`config.mk`:
```
export PLATFORM = sky130hd
export DESIGN_NAME = i2c_target
export DESIGN_NICKNAME = d
export VERILOG_FILES = /design/src/rtl/i2c_pkg.sv /design/src/rtl/i2c_bus_monitor.sv /design/src/rtl/i2c_target.sv
export SDC_FILE = /design/constraint.sdc
export NUM_CORES = 1
export LEC_CHECK = 0
export ABC_CLOCK_PERIOD_IN_PS = 3180
export BUFFER_PORTS_ARGS = -buffer_cell sky130_fd_sc_hd__buf_2
export CAP_MARGIN = 10
export CORE_UTILIZATION = 51
export CTS_BUF_LIST = sky130_fd_sc_hd__clkbuf_16
export DETAILED_ROUTE_END_ITERATION = 8
export PLACE_DENSITY = 0.68
export SYNTH_ARGS = -nofsm -noshare
export SYNTH_HDL_FRONTEND = slang
export SYNTH_SLANG_ARGS = --single-unit
```
`constraint.sdc`:
```
create_clock -name clock -period 3.18 [get_ports clock]
set_input_delay 0.636 -clock clock [delete_from_list [all_inputs] [get_ports clock]]
set_output_delay 0.636 -clock clock [all_outputs]
set_load 0.05 [all_outputs]
```
`src/rtl/i2c_pkg.sv`:
```
// i2c_pkg: shared types and constants for the I2C target.
//   state_t        FSM state encoding
//   COV_*          bit positions inside cover_out (I2C_TARGET_COVER_EN builds)
//   ACK / NACK     SDA levels of the acknowledge bit
package i2c_pkg;

    typedef enum logic [3:0] {
        S_IDLE,
        S_ADDR,
        S_ADDR_ACK,
        S_PTR,
        S_PTR_ACK,
        S_WDATA,
        S_WDATA_ACK,
        S_RDATA,
        S_RACK,
        S_IGNORE
    } state_t;

    localparam int NSTATES      = 10;
    localparam int COV_START    = 10;
    localparam int COV_RSTART   = 11;
    localparam int COV_STOP     = 12;
    localparam int COV_MISMATCH = 13;
    localparam int COV_NACK     = 14;
    localparam int COV_WRAP     = 15;
    localparam int COV_W        = 16;

    localparam logic ACK  = 1'b0;
    localparam logic NACK = 1'b1;

endpackage

```
`src/rtl/i2c_bus_monitor.sv`:
```
// i2c_bus_monitor: synchronizes SCL/SDA and produces registered bus events.
// Ports:
//   clock, reset_n      clock and asynchronous active-low reset
//   scl_in, sda_in      raw asynchronous bus levels
//   sda_s               synchronized SDA, aligned with the event pulses
//   start, stop         START / STOP condition pulses (one cycle)
//   scl_rise, scl_fall  SCL edge pulses (one cycle)
// All pulses appear three clocks after the bus change (2 sync + 1 detect).
module i2c_bus_monitor (
    input  logic clock,
    input  logic reset_n,
    input  logic scl_in,
    input  logic sda_in,
    output logic sda_s,
    output logic start,
    output logic stop,
    output logic scl_rise,
    output logic scl_fall
);

    logic [1:0] scl_sync;
    logic [1:0] sda_sync;
    logic       scl_prev;
    logic       sda_prev;

    // Everything resets to the idle-bus level (high) so releasing reset
    // against an idle bus produces no event.
    always_ff @(posedge clock or negedge reset_n) begin
        if (!reset_n) begin
            scl_sync <= 2'b11;
            sda_sync <= 2'b11;
            scl_prev <= 1'b1;
            sda_prev <= 1'b1;
            sda_s    <= 1'b1;
            start    <= 1'b0;
            stop     <= 1'b0;
            scl_rise <= 1'b0;
            scl_fall <= 1'b0;
        end else begin
            scl_sync <= {scl_sync[0], scl_in};
            sda_sync <= {sda_sync[0], sda_in};
            scl_prev <= scl_sync[1];
            sda_prev <= sda_sync[1];
            sda_s    <= sda_sync[1];
            start    <= scl_sync[1] & scl_prev & sda_prev & ~sda_sync[1];
            stop     <= scl_sync[1] & scl_prev & ~sda_prev & sda_sync[1];
            scl_rise <= scl_sync[1] & ~scl_prev;
            scl_fall <= ~scl_sync[1] & scl_prev;
        end
    end

endmodule

```
`src/rtl/i2c_target.sv`:
```
// i2c_target: I2C target that ACKs address ADDR and serves NREGS byte registers.
// Parameters: ADDR (7-bit target address), NREGS (power of two, 2..256).
// Ports:
//   clock, reset_n          clock and asynchronous active-low reset
//   scl_in, sda_in          asynchronous bus levels
//   sda_oe                  1 = pull SDA low
//   host_we/addr/wdata      local register preload port
//   wr_valid/addr/data      one-cycle report of each byte written from the bus
//   busy                    addressed transaction in progress
//   cover_out               coverage points, only with I2C_TARGET_COVER_EN
//
// state       | meaning
// ------------+---------------------------------------------------------
// S_IDLE      | no transaction, waiting for START
// S_ADDR      | shifting in address + R/W
// S_ADDR_ACK  | acknowledging our address
// S_PTR       | shifting in register pointer
// S_PTR_ACK   | acknowledging pointer byte
// S_WDATA     | shifting in a write data byte
// S_WDATA_ACK | acknowledging write data byte
// S_RDATA     | driving regs[ptr] MSB first
// S_RACK      | SDA released, sampling the controller's ACK/NACK
// S_IGNORE    | not addressed or read ended; wait for START/STOP
module i2c_target
    import i2c_pkg::*;
#(
    parameter logic [6:0] ADDR  = 7'h50,
    parameter int         NREGS = 8,
    localparam int        AW    = $clog2(NREGS)
) (
    input  logic          clock,
    input  logic          reset_n,
    input  logic          scl_in,
    input  logic          sda_in,
    output logic          sda_oe,
    input  logic          host_we,
    input  logic [AW-1:0] host_addr,
    input  logic [7:0]    host_wdata,
    output logic          wr_valid,
    output logic [AW-1:0] wr_addr,
    output logic [7:0]    wr_data,
    output logic          busy
`ifdef I2C_TARGET_COVER_EN
    ,
    output logic [COV_W-1:0] cover_out
`endif
);

    logic sda_s, start, stop, scl_rise, scl_fall;

    i2c_bus_monitor u_mon (
        .clock    (clock),
        .reset_n  (reset_n),
        .scl_in   (scl_in),
        .sda_in   (sda_in),
        .sda_s    (sda_s),
        .start    (start),
        .stop     (stop),
        .scl_rise (scl_rise),
        .scl_fall (scl_fall)
    );

    state_t          state_q, state_d;
    logic [3:0]      bit_cnt_q, bit_cnt_d;
    logic [6:0]      shreg_q, shreg_d;
    logic [6:0]      txreg_q, txreg_d;
    logic [AW-1:0]   ptr_q, ptr_d, ptr_nxt;
    logic            oe_q, oe_d;
    logic            phase_q, phase_d;
    logic            mack_q, mack_d;
    logic            rw_q, rw_d;
    logic            busy_q, busy_d;
    logic            wr_valid_q, wr_valid_d;
    logic [AW-1:0]   wr_addr_q, wr_addr_d;
    logic [7:0]      wr_data_q, wr_data_d;
    logic            ptr_inc;
    logic [7:0]      byte_in;
    logic [7:0]      rd_cur, rd_nxt;
    logic [7:0]      regs [NREGS];

    assign byte_in = {shreg_q, sda_s};
    assign ptr_nxt = ptr_q + 1'b1;
    assign rd_cur  = regs[ptr_q];
    assign rd_nxt  = regs[ptr_nxt];

    always_ff @(posedge clock or negedge reset_n) begin
        if (!reset_n) begin
            state_q    <= S_IDLE;
            bit_cnt_q  <= '0;
            shreg_q    <= '0;
            txreg_q    <= '0;
            ptr_q      <= '0;
            oe_q       <= 1'b0;
            phase_q    <= 1'b0;
            mack_q     <= NACK;
            rw_q       <= 1'b0;
            busy_q     <= 1'b0;
            wr_valid_q <= 1'b0;
            wr_addr_q  <= '0;
            wr_data_q  <= '0;
        end else begin
            state_q    <= state_d;
            bit_cnt_q  <= bit_cnt_d;
            shreg_q    <= shreg_d;
            txreg_q    <= txreg_d;
            ptr_q      <= ptr_d;
            oe_q       <= oe_d;
            phase_q    <= phase_d;
            mack_q     <= mack_d;
            rw_q       <= rw_d;
            busy_q     <= busy_d;
            wr_valid_q <= wr_valid_d;
            wr_addr_q  <= wr_addr_d;
            wr_data_q  <= wr_data_d;
        end
    end

    // phase_q: in ACK states, 0 = waiting for the fall after bit 8,
    // 1 = ACK being driven. In S_RACK, 1 = controller's ACK bit sampled.
    always_comb begin
        state_d    = state_q;
        bit_cnt_d  = bit_cnt_q;
        shreg_d    = shreg_q;
        txreg_d    = txreg_q;
        ptr_d      = ptr_q;
        oe_d       = oe_q;
        phase_d    = phase_q;
        mack_d     = mack_q;
        rw_d       = rw_q;
        busy_d     = busy_q;
        wr_valid_d = 1'b0;
        wr_addr_d  = wr_addr_q;
        wr_data_d  = wr_data_q;
        ptr_inc    = 1'b0;

        if (start) begin
            state_d   = S_ADDR;
            bit_cnt_d = '0;
            phase_d   = 1'b0;
            oe_d      = 1'b0;
        end else if (stop) begin
            state_d   = S_IDLE;
            bit_cnt_d = '0;
            phase_d   = 1'b0;
            oe_d      = 1'b0;
            busy_d    = 1'b0;
        end else begin
            unique case (state_q)
                S_ADDR, S_PTR, S_WDATA: begin
                    if (scl_rise) begin
                        shreg_d   = byte_in[6:0];
                        bit_cnt_d = bit_cnt_q + 4'd1;
                        if (bit_cnt_q == 4'd7) begin
                            bit_cnt_d = '0;
                            phase_d   = 1'b0;
                            if (state_q == S_ADDR) begin
                                if (byte_in[7:1] == ADDR) begin
                                    state_d = S_ADDR_ACK;
                                    rw_d    = byte_in[0];
                                    busy_d  = 1'b1;
                                end else begin
                                    state_d = S_IGNORE;
                                    busy_d  = 1'b0;
                                end
                            end else if (state_q == S_PTR) begin
                                ptr_d   = byte_in[AW-1:0];
                                state_d = S_PTR_ACK;
                            end else begin
                                wr_valid_d = 1'b1;
                                wr_addr_d  = ptr_q;
                                wr_data_d  = byte_in;
                                ptr_inc    = 1'b1;
                                state_d    = S_WDATA_ACK;
                            end
                        end
                    end
                end
                S_ADDR_ACK, S_PTR_ACK, S_WDATA_ACK: begin
                    if (scl_fall) begin
                        if (!phase_q) begin
                            phase_d = 1'b1;
                            oe_d    = 1'b1;
                        end else begin
                            phase_d = 1'b0;
                            oe_d    = 1'b0;
                            if (state_q == S_ADDR_ACK && rw_q) begin
                                // First read bit goes out on the same fall
                                // that ends the ACK.
                                state_d   = S_RDATA;
                                bit_cnt_d = '0;
                                txreg_d   = rd_cur[6:0];
                                oe_d      = ~rd_cur[7];
                            end else if (state_q == S_ADDR_ACK) begin
                                state_d = S_PTR;
                            end else begin
                                state_d = S_WDATA;
                            end
                        end
                    end
                end
                S_RDATA: begin
                    if (scl_rise) begin
                        bit_cnt_d = bit_cnt_q + 4'd1;
                    end else if (scl_fall) begin
                        if (bit_cnt_q == 4'd8) begin
                            state_d   = S_RACK;
                            bit_cnt_d = '0;
                            phase_d   = 1'b0;
                            oe_d      = 1'b0;
                        end else begin
                            txreg_d = {txreg_q[5:0], 1'b0};
                            oe_d    = ~txreg_q[6];
                        end
                    end
                end
                S_RACK: begin
                    if (scl_rise) begin
                        phase_d = 1'b1;
                        mack_d  = sda_s;
                    end else if (scl_fall && phase_q) begin
                        phase_d = 1'b0;
                        if (mack_q == ACK) begin
                            ptr_inc   = 1'b1;
                            state_d   = S_RDATA;
                            bit_cnt_d = '0;
                            txreg_d   = rd_nxt[6:0];
                            oe_d      = ~rd_nxt[7];
                        end else begin
                            state_d = S_IGNORE;
                            busy_d  = 1'b0;
                        end
                    end
                end
                default: ;
            endcase
        end

        if (ptr_inc) ptr_d = ptr_nxt;
    end

    always_comb begin
        sda_oe   = oe_q;
        busy     = busy_q;
        wr_valid = wr_valid_q;
        wr_addr  = wr_addr_q;
        wr_data  = wr_data_q;
    end

    // A bus commit and a host write to the same index land together:
    // the bus byte is kept.
    always_ff @(posedge clock or negedge reset_n) begin
        if (!reset_n) begin
            for (int i = 0; i < NREGS; i++) regs[i] <= '0;
        end else begin
            if (host_we && !(wr_valid_q && (wr_addr_q == host_addr)))
                regs[host_addr] <= host_wdata;
            if (wr_valid_q)
                regs[wr_addr_q] <= wr_data_q;
        end
    end

`ifdef I2C_TARGET_COVER_EN
    logic [COV_W-1:NSTATES] cov_ev_q;

    always_ff @(posedge clock or negedge reset_n) begin
        if (!reset_n) begin
            cov_ev_q <= '0;
        end else begin
            cov_ev_q[COV_START]    <= start;
            cov_ev_q[COV_RSTART]   <= start && (state_q != S_IDLE);
            cov_ev_q[COV_STOP]     <= stop;
            cov_ev_q[COV_MISMATCH] <= !start && !stop && scl_rise && (state_q == S_ADDR)
                                      && (bit_cnt_q == 4'd7) && (byte_in[7:1] != ADDR);
            cov_ev_q[COV_NACK]     <= !start && !stop && scl_fall && (state_q == S_RACK)
                                      && phase_q && (mack_q == NACK);
            cov_ev_q[COV_WRAP]     <= ptr_inc && (ptr_q == AW'(NREGS - 1));
        end
    end

    always_comb begin
        cover_out                  = '0;
        cover_out[NSTATES-1:0]     = NSTATES'(1) << state_q;
        cover_out[COV_W-1:NSTATES] = cov_ev_q;
    end
`endif

endmodule

```
**Word level (Yosys, flattened, before mapping)**

Index checks and enable logic that the tools add are counted.

- Logic and storage cells: 241
- Flip-flop bits (word level): 116
- Bits of input ports: 16

- Add/subtract/negate cells: 2
- Mux-type cells: 110
- Reductions and logical operators: 28
- Bitwise gates (word level): 22
- Equality and inequality tests: 44
- Order comparisons: 6

Operator list:

| kind | count |
|---|---|
| $bwmux 64 | 2 |
| $mux 64 | 2 |
| $mux 4 | 27 |
| $mux 7 | 9 |
| $bmux 8 s3 | 2 |
| $demux 8 s3 | 2 |
| $mux 8 | 6 |
| $mux 1 | 42 |
| $ne 4x2->1 const B | 8 |
| $pmux 4 s4 | 2 |
| $mux 3 | 10 |
| $reduce_and 7->1 | 4 |
| $pmux 7 s3 | 1 |
| $eq 4x3->1 const B | 5 |
| $ne 2x2->1 const B | 10 |
| $reduce_and 10->1 | 2 |
| $ge 4x4->1 const B | 4 |
| $not 3->4 | 4 |
| $reduce_and 8->1 | 2 |
| $ne 3x2->1 const B | 5 |
| $ne 4x1->1 const B | 3 |
| $reduce_and 12->1 | 1 |
| $not 1->1 | 11 |
| $ne 5x2->1 const B | 2 |
| 24 further kinds | 46 |

**Depth between registers and ports, before layout**

- Word-level depth: 12
- Depth in mapped cells: 8
- Depth with buffers taken out: 7

**Cells and area by module**

Synthesis repeated with hierarchy kept, for this count alone.

- Cells, all modules: 650
- Area, all modules: 6725.2 um^2

Modules (own cells, without submodules):

| module | sequential area each (um^2) | cells each | area an instance (um^2) | instances |
|---|---|---|---|---|
| i2c_target | 2653.8 | 636 | 6432.4 | 1 |
| i2c_bus_monitor | 257.7 | 14 | 292.8 | 1 |

**Worst setup path after synthesis**

Ideal clock, no wire load.

- Path type: reg-to-reg
- Start: reg ptr_q[0]
- End: reg txreg_q[4]
- Slack: 958 ps
- Cell stages (with the launch flop): 8
- Period minus slack after synthesis: 2222 ps
- Data required time: 3055 ps
- Arrival: 2097 ps
- Cell sequence: dfrtp_1 -> ha_1 -> buf_2 -> buf_2 -> mux4_2 -> mux2i_1 -> o21ai_0 -> mux2_2

- Word-level cells in the longest chain between the ends: 9

Ends and longest elaborated chain:

| item | line | RTL |
|---|---|---|
| from (decl) | i2c_target.sv:67 | `logic [AW-1:0] ptr_q, ptr_d, ptr_nxt;` |
| from (signal assigned) | i2c_target.sv:106 | `ptr_q <= ptr_d;` |
| $add 3x1->3 | i2c_target.sv:82 | `assign ptr_nxt = ptr_q + 1'b1;` |
| $not 3->4 (not written as such) | i2c_target.sv:84 | `assign rd_nxt = regs[ptr_nxt];` |
| $bmux 8 s3 | i2c_target.sv:84 |  |
| $mux 8 (not written as such) (2 in a row) | i2c_target.sv:84 |  |
| $mux 7 | i2c_target.sv:222 | `if (mack_q == ACK) begin` |
| $mux 7 | i2c_target.sv:220 | `end else if (scl_fall && phase_q) begin` |
| $mux 7 | i2c_target.sv:217 | `if (scl_rise) begin` |
| $pmux 7 s3 * | i2c_target.sv:148 | `unique case (state_q)` |
| to (signal assigned) | i2c_target.sv:105 | `txreg_q <= txreg_d;` |
| to (decl) | i2c_target.sv:66 | `logic [6:0] txreg_q, txreg_d;` |

Every way passes the cells marked *; elsewhere a longest branch is shown, timed or not. The select of a mux whose other input is x is not followed.
A chain may end at the register's enable or synchronous reset.

**Worst setup path after layout**

- Start: reg state_q[2]
- End: reg txreg_q[4]

- Word-level cells in the longest chain between the ends: 4

Ends and longest elaborated chain:

| item | line | RTL |
|---|---|---|
| from (decl) | i2c_target.sv:63 | `state_t state_q, state_d;` |
| from (signal assigned) | i2c_target.sv:102 | `state_q <= state_d;` |
| $eq 4x2->1 / $eq 4x3->1 (equally long branches) | i2c_target.sv:148, i2c_target.sv:186 |  |
| $reduce_or 3->1 / $logic_and 1x1->1 (equally long branches) | i2c_target.sv:148, i2c_target.sv:186 |  |
| $ne 2x1->1 (no line), or another cell as far along | - |  |
| $reduce_and 12->1 (no line) | - |  |

Several ways; a longest one is shown, not always the timed one.

==> results.yml <==
finish:
  drive_gt1_frac: 0.250
  diodes: 0
  final_cell_mix: "dfrtp_1, mux2i_1, nand2_1"
  layout_commonest_cell: "dfrtp_1"
  stdcell_count: 825
  syn_to_final_growth_pct: 13.4
  finalNetCount: 659
  fin_util: 0.600
setup_path:
  regToRegEndpoint: "txreg_q[4]$_DFFE_PN0P_"
  crit_end: "txreg_q[4]$_DFFE_PN0P_"
  cp_num_buf_inv: 0
  rr_worst_depth: 5
  setup.worst_path.end_class: "flip-flop"
  rrSetupSlack_ns: 0.42
  arrival_ns: 3.06
  required_ns: 3.47
  critPathTopFamily: "simple AND/OR/NAND/NOR gates"
  startpoint_type: "flip-flop"
  crit_fanout: 21
  max_stage_delay_ns: 0.72
  crit_cells: 5
  cp_cell_sequence: "or4b_4 > o221ai_1 > o21ai_1 > nand4bb_1 > mux2_2"
  slowest_stage: "or4b_4"
  timing.rr.start: "state_q[2]$_DFFE_PN0P_"
  worstSetupPathType: "flip-flop to flip-flop"
  cp-startpoint: "state_q[2]$_DFFE_PN0P_"
die:
  fp-row-count: 41
  initial_core_util: 0.529
  die_h_um: 117
  core_um2: 12800
  die_x_um: 117
  die_area_um2: 13800
  pin_count: 30
synth:
  synth.distinct_cells: 66
  synth_area_per_cell_um2: 10.9
  async_reset_ff_frac: 1.00
  synth_seq_area_share: 0.429
  synth_top_area_frac: 0.402
  yosys.area.top_type: "dfrtp_1"
  synth_edf_count: 0
  synth.area.top_cells: "dfrtp_1, mux2i_1, mux4_2"
  synthFlopType: "dfrtp_1"
  syn-num-nets: 644
  syn_area_um2: 6790
  yosys_register_bits: 116
  syn_inst: 625
  yosysWarnings: 0
detailed_routing:
  wl_per_cell_um: 21.6
  drc: 0
  num_vias: 5237
  wirelength_mm: 17.9
  drtIter0Drc: 487
  final_antenna_net_count: 0
  viasPerCell: 6.35
  drtPass1Iterations: 5
sta:
  layout_min_cycle_time_ns: 2.76
  fmax_ghz: 0.362
  finalSetupTns_ns: 0
  setup_slack_ns: 0.416
  setup_violations: 0
  tightest_slew_ns: 0.940
  fin_crit_sh: 0.869
  slew_headroom: 0.370
  rsz0062_at_grt: "false"
  finClkSkew_ns: 0.00863
  final-hold-violation-count: 0
  slew_violations: 0
grt:
  antenna_found_initial: 0
  overflow: 0
  grt_pass1_wl_mm: 28.6
  grt_pass1_vias: 5180
  grt_max_degree: 47
  grtUsageTotal: 0.272
clocking:
  clock-sinks: 116
  cts_tree: "built"
  cts_resized: 0
  cts_root_buf: "clkbuf_16"
  clock_path_buffers: 2
  ctsHtreeMaxLevel: 4
  postCtsSetupRepairBufs: 0
  cts_made_buffers: 17
  clkLatencyLatePin_ns: 0.41
  cts_hold_buf: 0
  path_clk_slew_ns: 0.05
power:
  power_density_nw_per_um2: 813
  total_power_uw: 6260
  p_leak_uw: 0.00344
  irDropWorstVdd_mv: 0.380
placed_design:
  dp_hpwl_mm: 11.9
  portBuffers: 29
  pre_cts_slack_ns: 0.454
  place_inst: 793
  gp_congestion: 0.834
run:
  drv_cap: 0
run_status:
  status: "finished, final reports clean"
hold_path:
  hold_path_class: "input pin to async pin"
-- registers in the layout, indices dropped and copies added (netlist names), 2 cells and up --
register / flops
bit_cnt_q: 4
ptr_q: 3
regs: 64
shreg_q: 7
state_q: 4
txreg_q: 7
u_mon.scl_sync: 2
u_mon.sda_sync: 2
wr_addr: 3
wr_data: 8
-- metrics by stage --
step	hold slack, ns	instance area [um^2]
CTS	0.276	7700
global placement	0.347	7080
floorplan	0.340	6790
finish	0.245	7700
global route	0.290	7700
detailed placement	0.349	7080
-- where the power goes --
group          total [uW]  leakage, uW  switching [uW]  internal (uW)
combinational        2020      0.00175             952           1070
sequential           2200      0.00138             389           1810
clock                2040     0.000311             673           1370
-- cells by family (layout without fill, tap and decap cells) --
kind of cell	count (synthesis)	after routing	share of synthesized area
AND/OR/NAND/NOR	166	166	0.124
multiplexers	145	145	0.278
AO/OA/AOI/OAI	130	130	0.116
flip-flops	116	116	0.429
buffers and inverters	61	89	0.0398
XOR/XNOR	4	4	0.00792
adder cells (fa/ha/maj)	3	3	0.00553
-- cell usage after synthesis (3+ instances only) --
library cell,count
nand4_1,5
nor2b_1,7
mux2_2,37
buf_2,15
nor3b_1,4
a22oi_1,5
nor3_1,9
o21ai_0,48
clkbuf_1,29
nand2_1,57
buf_1,5
inv_1,8
nand4b_1,3
dfstp_2,7
nor4_1,3
mux4_2,31
nor2_1,45
mux2i_1,77
a32o_1,3
nand3b_1,4
or2_2,3
dfrtp_1,109
nor4b_1,3
nand3_1,5
xnor2_1,3
ha_1,3
a21oi_1,42
-- metal layers --
| layer | part of all wire | global-route usage | up-vias |
|---|---|---|---|
| li1 | - | - | 2348 |
| met1 | 0.43 | 0.359 | 2641 |
| met2 | 0.50 | 0.436 | 217 |
| met3 | 0.060 | 0.0686 | 31 |
| met4 | 0.018 | 0.0990 | 0 |
| met5 | 0 | 0 | - |
-- worst min-delay path by stage --
stage	start	to	slack [ns]	cells after the start
4_1_cts	reset_n	bit_cnt_q[2]$_DFFE_PN0P_	0.28	1
3_5_place_dp	u_mon.scl_sync[0]$_DFF_PN1_	u_mon.scl_sync[1]$_DFF_PN1_	0.35	0
6_report	reset_n	state_q[1]$_DFFE_PN0P_	0.25	1
3_3_place_gp	u_mon.sda_sync[0]$_DFF_PN1_	u_mon.sda_sync[1]$_DFF_PN1_	0.35	0
2_1_floorplan	reset_n	bit_cnt_q[0]$_DFFE_PN0P_	0.34	0
5_1_grt	reset_n	bit_cnt_q[2]$_DFFE_PN0P_	0.29	1
-- layout make-up --
class                   instances  area (um^2)
clock buffers                  17          425
clock inverters                15          198
fillers                      1050         5120
flip-flops and latches        116         2910
well taps                     172          215
multi-input cells             448         3610
inverters                       8         30.0
repair buffers                 49          310
Note: power is estimated with default switching activity, not from simulation.
